--- config.mk ---
export PLATFORM = sky130hd
export DESIGN_NAME = dr_scan_seq
export DESIGN_NICKNAME = d
export VERILOG_FILES = /design/src/rtl/dr_scan_seq.sv
export SDC_FILE = /design/constraint.sdc
export NUM_CORES = 1
export LEC_CHECK = 0
export ABC_AREA = 0
export BUFFER_PORTS_ARGS = -buffer_cell sky130_fd_sc_hd__buf_4
export CORE_MARGIN = 1.5
export CORE_UTILIZATION = 45
export CTS_CLUSTER_DIAMETER = 80
export DETAILED_ROUTE_END_ITERATION = 12
export PLACE_DENSITY_LB_ADDON = 0.25
export SLEW_MARGIN = 25
export SYNTH_ARGS = -nofsm -noshare
export SYNTH_HDL_FRONTEND = slang
export SYNTH_SLANG_ARGS = --single-unit
--- constraint.sdc ---
create_clock -name C -period 2.5 [get_ports C]
set_input_delay 0.125 -clock C [delete_from_list [all_inputs] [get_ports C]]
set_output_delay 0.125 -clock C [all_outputs]
set_load 0.01 [all_outputs]
--- src/rtl/dr_scan_seq.sv ---
// Sequencer for a chain of dual-rail multiplexed-scan flops. Every data phase is bracketed
// by all-zero spacer phases; host I/O is single-rail, chain I/O is dual-rail.
module dr_scan_seq #(
    parameter int unsigned CNT_W      = 8,
    parameter int unsigned SPACER_CYC = 1
) (
    input  logic             C,
    input  logic             R,
    input  logic             start,
    input  logic             mode,
    input  logic [CNT_W-1:0] len,
    input  logic             si_valid,
    input  logic             si_data,
    output logic             si_ready,
    output logic             so_valid,
    output logic             so_data,
    output logic             SE_1,
    output logic             SE_0,
    output logic             SD_1,
    output logic             SD_0,
    input  logic             SQ_1,
    input  logic             SQ_0,
    output logic             SP,
    output logic             busy,
    output logic             done,
    output logic             err
);

    localparam int unsigned    SpW    = (SPACER_CYC > 1) ? $clog2(SPACER_CYC) : 1;
    localparam logic [SpW-1:0] SpLast = SpW'(SPACER_CYC - 1);

    typedef enum logic [2:0] {
        StIdle,
        StWaitSi,
        StDataSh,
        StDataCap,
        StSpacer,
        StDone
    } state_e;

    state_e           state_q, state_d;
    logic             mode_q, mode_d;
    logic [CNT_W-1:0] len_q, len_d;
    logic [CNT_W-1:0] cnt_q, cnt_d, cnt_inc;
    logic [SpW-1:0]   sp_cnt_q, sp_cnt_d;
    logic             bit_q, bit_d;
    logic             so_valid_q, so_valid_d;
    logic             so_data_q, so_data_d;
    logic             err_q, err_d;
    logic             sp_q, sp_d;
    logic [1:0]       se_q, se_d;
    logic [1:0]       sd_q, sd_d;
    logic             si_ready_q, si_ready_d;
    logic             busy_q, busy_d;
    logic             done_q, done_d;

    always_comb begin
        state_d    = state_q;
        mode_d     = mode_q;
        len_d      = len_q;
        cnt_d      = cnt_q;
        sp_cnt_d   = sp_cnt_q;
        bit_d      = bit_q;
        so_valid_d = 1'b0;
        so_data_d  = 1'b0;
        err_d      = err_q;
        cnt_inc    = cnt_q + 1'b1;
        unique case (state_q)
            StIdle: begin
                if (start) begin
                    mode_d  = mode;
                    len_d   = len;
                    cnt_d   = '0;
                    err_d   = 1'b0;
                    state_d = mode ? StDataCap : ((len == '0) ? StDone : StWaitSi);
                end
            end
            StWaitSi: begin
                if (si_valid && si_ready_q) begin
                    bit_d   = si_data;
                    state_d = StDataSh;
                end
            end
            StDataSh: begin
                so_valid_d = 1'b1;
                // Both-low or both-high on the tail is not a codeword
                unique case ({SQ_1, SQ_0})
                    2'b10:   so_data_d = 1'b1;
                    2'b01:   so_data_d = 1'b0;
                    default: err_d     = 1'b1;
                endcase
                state_d = StSpacer;
            end
            StDataCap: state_d = StSpacer;
            StSpacer: begin
                if (sp_cnt_q == SpLast) begin
                    sp_cnt_d = '0;
                    if (mode_q) begin
                        state_d = StDone;
                    end else begin
                        cnt_d   = cnt_inc;
                        state_d = (cnt_inc == len_q) ? StDone : StWaitSi;
                    end
                end else begin
                    sp_cnt_d = sp_cnt_q + 1'b1;
                end
            end
            StDone:  state_d = StIdle;
            default: state_d = StIdle;
        endcase
    end

    // Outputs are decoded from the next state so they come straight out of flops
    always_comb begin
        sp_d       = 1'b1;
        se_d       = 2'b00;
        sd_d       = 2'b00;
        si_ready_d = 1'b0;
        busy_d     = (state_d != StIdle);
        done_d     = (state_d == StDone);
        unique case (state_d)
            StWaitSi: si_ready_d = 1'b1;
            StDataSh: begin
                sp_d = 1'b0;
                se_d = 2'b10;
                sd_d = bit_d ? 2'b10 : 2'b01;
            end
            StDataCap: begin
                sp_d = 1'b0;
                se_d = 2'b01;
            end
            default: ;
        endcase
    end

    always_ff @(posedge C or posedge R) begin
        if (R) begin
            state_q    <= StIdle;
            mode_q     <= 1'b0;
            len_q      <= '0;
            cnt_q      <= '0;
            sp_cnt_q   <= '0;
            bit_q      <= 1'b0;
            so_valid_q <= 1'b0;
            so_data_q  <= 1'b0;
            err_q      <= 1'b0;
            sp_q       <= 1'b1;
            se_q       <= 2'b00;
            sd_q       <= 2'b00;
            si_ready_q <= 1'b0;
            busy_q     <= 1'b0;
            done_q     <= 1'b0;
        end else begin
            state_q    <= state_d;
            mode_q     <= mode_d;
            len_q      <= len_d;
            cnt_q      <= cnt_d;
            sp_cnt_q   <= sp_cnt_d;
            bit_q      <= bit_d;
            so_valid_q <= so_valid_d;
            so_data_q  <= so_data_d;
            err_q      <= err_d;
            sp_q       <= sp_d;
            se_q       <= se_d;
            sd_q       <= sd_d;
            si_ready_q <= si_ready_d;
            busy_q     <= busy_d;
            done_q     <= done_d;
        end
    end

    assign SP       = sp_q;
    assign SE_1     = se_q[1];
    assign SE_0     = se_q[0];
    assign SD_1     = sd_q[1];
    assign SD_0     = sd_q[0];
    assign si_ready = si_ready_q;
    assign so_valid = so_valid_q;
    assign so_data  = so_data_q;
    assign busy     = busy_q;
    assign done     = done_q;
    assign err      = err_q;

endmodule

### After elaboration in Yosys (flattened, before gate mapping)

Index checks and enable logic that the tools add are counted.
Widths: inputs -> output; s select.

* register bits: 33
* bits of input ports: 16
* output and inout bits: 11

* add/sub/neg operators: 2
* eq/ne operators: 15
* mux-type cells: 26
* reductions and logical operators: 12

Operator list (count)
* $mux 8: 3
* $mux 3: 7
* $pmux 8 s2: 1
* $eq 3x2->1 const B: 4
* $pmux 3 s4: 1
* $mux 1: 10
* $add 8x1->8 const B: 1
* $eq 8x8->1: 1
* $logic_not 8->1: 1
* $ne 2x2->1 const B: 4
* $eq 3x1->1 const B: 2
* $eq 3x3->1 const B: 2
* $reduce_or 2->1: 3
* $mux 2: 2
* $pmux 2 s2: 1
* $reduce_and 4->1: 1
* $reduce_bool 2->1: 2
* $logic_not 3->1: 1
* $reduce_and 3->1: 1
* $reduce_bool 3->1: 1
* $eq 2x1->1 const B: 1
* $eq 2x2->1 const B: 1
* $pmux 1 s2: 1
* $reduce_and 2->1: 1
* 2 further kinds: 2

### Logic depth before layout (Yosys ltp)

* depth after elaboration: 9
* depth in mapped cells: 6

### Worst setup path before layout

No wires, ideal clock.

* path type: register to register
* from: register cnt_q[0]
* to: register si_ready_q, in the netlist si_ready
* arrival: 1754 ps
* data required time: 2381 ps
* slack: 627 ps
* cell stages (with the launch flop): 7
* buffers on the path: 0
* clock period less this slack: 1873 ps
* path through: dfrtp_1 > ha_1 > nand3_2 > or3_4 > a2111oi_4 > nand3_2 > o21a_1

* word-level cells in the longest chain between the ends: 8

Ends and longest elaborated chain
* from (decl): RTL line 44 `logic [CNT_W-1:0] cnt_q, cnt_d, cnt_inc;`
* from (signal assigned): RTL line 157 `cnt_q <= cnt_d;`
* $add 8x1->8: RTL line 67 `cnt_inc = cnt_q + 1'b1;`
* $eq 8x8->1: RTL line 102 `state_d = (cnt_inc == len_q) ? StDone : StWaitSi;`
* $mux 3: RTL line 102
* $mux 3: RTL line 98 `if (mode_q) begin`
* $mux 3: RTL line 96 `if (sp_cnt_q == SpLast) begin`
* $pmux 3 s4: RTL line 68 `unique case (state_q)`
* $eq 3x1->1: RTL line 121 `unique case (state_d)`
* $mux 1: RTL line 121
* named net si_ready_d: RTL line 53 `logic si_ready_q, si_ready_d;`
* to (signal assigned): RTL line 166 `si_ready_q <= si_ready_d;`
* to (decl): RTL line 53

The timed path passes the listed nets, and every way through them passes these cells.
A chain may end at the register's enable or synchronous reset.

### Worst setup path in the final report

Ends and elaborated chain as after synthesis.

==> results.json <==
{
  "p_clk_frac": 0.151,
  "dominantRegCellSynth": "dfrtp_1",
  "crit_fanout": 6,
  "synth_top_family_by_area": "simple AND/OR/NAND/NOR gates",
  "maxSlewHeadroom": 0.641,
  "rsz0062_at_grt": "no",
  "status": "finished, final reports clean",
  "grt-ovfl-total": 0,
  "grt_pass1_wl_um": 4910,
  "power.share.switching": 0.377,
  "endpoint_kind": "flip-flop",
  "switchingPower_mw": 0.695,
  "synthMuxAreaShare": 0.0652,
  "syn_area_per_cell_um2": 10.4,
  "worst_slew_pin_slew_ns": 0.537,
  "cts_buffers": 5,
  "routed-via-count": 1160,
  "htree_levels": 2,
  "core_area_mm2": 0.00331,
  "port_buffers": 26,
  "first_iter_violations": 26,
  "antenna_found_initial": 0,
  "worst_ep_required_time_ns": 2.74,
  "wl_per_cell_um": 12.9,
  "setup_slack_ns": 0.485,
  "tns_ns": 0,
  "timing.final.crit_share": 0.806,
  "ys_ff_latch": 31,
  "yosys.area_share.simple": 0.159,
  "synth_compound_area_frac": 0.146,
  "final_nets": 198,
  "die_area_mm2": 0.00377,
  "insertedDiodeCount": 0,
  "power_density_mw_per_mm2": 999,
  "hold_class": "primary input to flip-flop",
  "period_needed_ns": 2.01,
  "arrival_ns": 2.25,
  "comb_power_share": 0.399,
  "cts_tree": "done",
  "final_hold_viol_count": 0,
  "p_int_mw": 1.15,
  "synth_top_area_frac": 0.489,
  "power_frac_seq": 0.450,
  "r2r_slack_ns": 0.49,
  "fin_skew_ns": 0.00383,
  "finalNonFillerCells": 227,
  "clkLatencyLatePin_ns": 0.34,
  "synthTopCellsByArea": "dfrtp_1, mux2_2, nor2_1, xnor2_1, o21ai_0",
  "finalPower_mw": 1.84,
  "syn-num-nets": 166,
  "synthXorXnorAreaFrac": 0.0628,
  "drive_above_1_share": 0.282,
  "die_x_um": 61.4,
  "drv_cap": 0,
  "ys_seq_area_frac": 0.506,
  "first_global_vias": 1100,
  "start_util": 0.464,
  "grt_usage": 0.184,
  "cts_buffer_depth": 2,
  "cts_sinks": 31,
  "cp-start-kind": "flip-flop",
  "clk_pin_slew_ns": 0.09,
  "setup_violations": 0,
  "first_pass_iters": 4,
  "post-place-ws_ns": 0.500,
  "via_per_inst": 5.11,
  "gp_congestion": 0.790,
  "cts_root_buf": "clkbuf_4",
  "yosys.cell_types.count": 40,
  "netlist_area_mm2": 0.00154,
  "drc": 0,
  "p_leak_nw": 0.851,
  "ctsResizeCount": 0,
  "syn_inst": 148,
  "grt_max_degree": 32,
  "wirelength_um": 2920,
  "dp_cells": 217,
  "synthArstFlopShare": 1.00,
  "dp_hpwl_um": 2240,
  "die_h_um": 61.4,
  "yosys_warnings": 0,
  "max_freq_mhz": 496,
  "drv_slew": 0,
  "ant_nets": 0,
  "worst-setup-path-type": "flip-flop to flip-flop",
  "io_pins": 27,
  "row_count": 21,
  "synth_enable_flop_cells": 0,
  "syn_to_final_growth_pct": 20.2,
  "irDropWorstVdd_mv": 0.562,
  "synth_top_area_cell": "dfrtp_1",
  "synth_fa_ha_area_frac": 0.0163
}
[synth_stat cells, types with 2 or more instances]
cell type / count
a21oi_1: 5
a31oi_1: 3
and2_1: 2
and3_1: 4
buf_4: 3
clkbuf_1: 2
dfrtp_1: 30
ha_1: 2
inv_1: 9
mux2_2: 8
nand2_1: 7
nand3_1: 3
nand3_2: 2
nand4_1: 2
nor2_1: 19
nor3_1: 3
o21ai_0: 10
o31ai_1: 2
o41ai_1: 2
xnor2_1: 8
xor2_1: 3
[timing repair]
item                      4_1_cts  5_1_grt
hold endpoints to repair       32        0
hold buffers                    2        0
setup buffers                   0        0
[metrics by stage]
step	instance area [um2]	hold slack, ns	util
floorplan	1540	0.191	-
global placement	1780	0.231	0.536
detailed placement	1780	0.232	0.536
CTS	1850	0.0187	0.557
global route	1850	0.0157	0.557
finish	1850	0.0227	0.557
[registers in the layout, summed over array words and instances, names as in the netlist, 2 cells and up]
register / count
state_q: 3
se_q: 2
sd_q: 2
cnt_q: 8
len_q: 8
[cells in the final DEF, fill, tap and decap left out, drive strengths merged, types with 2 or more instances in the layout]
cell type / netlist / routed
dfrtp: 30 / 30
buf: 4 / 29
nor2: 19 / 19
o21ai: 10 / 10
inv: 9 / 9
mux2: 8 / 8
xnor2: 8 / 8
nand2: 8 / 8
clkbuf: 2 / 7
a21oi: 5 / 5
nand3: 5 / 5
and3: 4 / 4
nor3: 3 / 3
xor2: 3 / 3
a31oi: 3 / 3
and2: 2 / 2
nand4: 2 / 2
o41ai: 2 / 2
o31ai: 2 / 2
ha: 2 / 2
dlygate4sd3: 0 / 2
[power by group through the flow]
stage	Clock (mW)	Combinational [mW]	Sequential (mW)
after CTS	0.284	0.741	0.827
after detailed placement	0	0.733	0.839
after global placement	0	0.720	0.828
after floorplan	0	0.550	0.796
final	0.279	0.735	0.830
after global routing	0.308	0.808	0.858
[worst max-delay path, cell delays in order, from the launching register on]
cell	delay (ns)
dfrtp_1	0.45
ha_1	0.27
nand3_2	0.11
or3_4	0.40
a2111oi_4	0.39
nand3_2	0.12
o21a_1	0.18
[cell type report]
cell class                      instances  area [um2]
Fill cell                             309        1470
Sequential cell                        31         777
Multi-Input combinational cell        102         689
Timing Repair Buffer                   31         238
Tap cell                               46        57.6
Clock buffer                            7        45.0
Inverter                                9        33.8
Clock inverter                          1        5.00
[cells by family (layout without fill, tap and decap cells)]
logic type               Yosys count  in the layout
adder cells (fa/ha/maj)            2              2
AND/OR/NAND/NOR                   48             48
multiplexers                       9              9
buffers and inverters             15             48
flip-flops                        31             31
XOR/XNOR                          11             11
AO/OA/AOI/OAI                     32             32
[final timing paths]
path | start | endpoint | cells after the start
setup / recovery | cnt_q[0] | si_ready | 6
hold / removal | len[2] | len_q[2] | 2
setup reg to reg | cnt_q[0] | si_ready | 6
hold reg to reg | cnt_q[7] | cnt_q[7] | 1
max in group asynchronous | R | SP | 4
min in group asynchronous | R | cnt_q[6] | 4
[layer usage]
metal	track usage	vias up	wire (um)
met2	0.275	35	1370
met4	0.103	0	74
met5	0	-	0
met3	0.0462	8	140
met1	0.244	536	1340
li1	-	581	-
(Power assumes the default switching activity.)
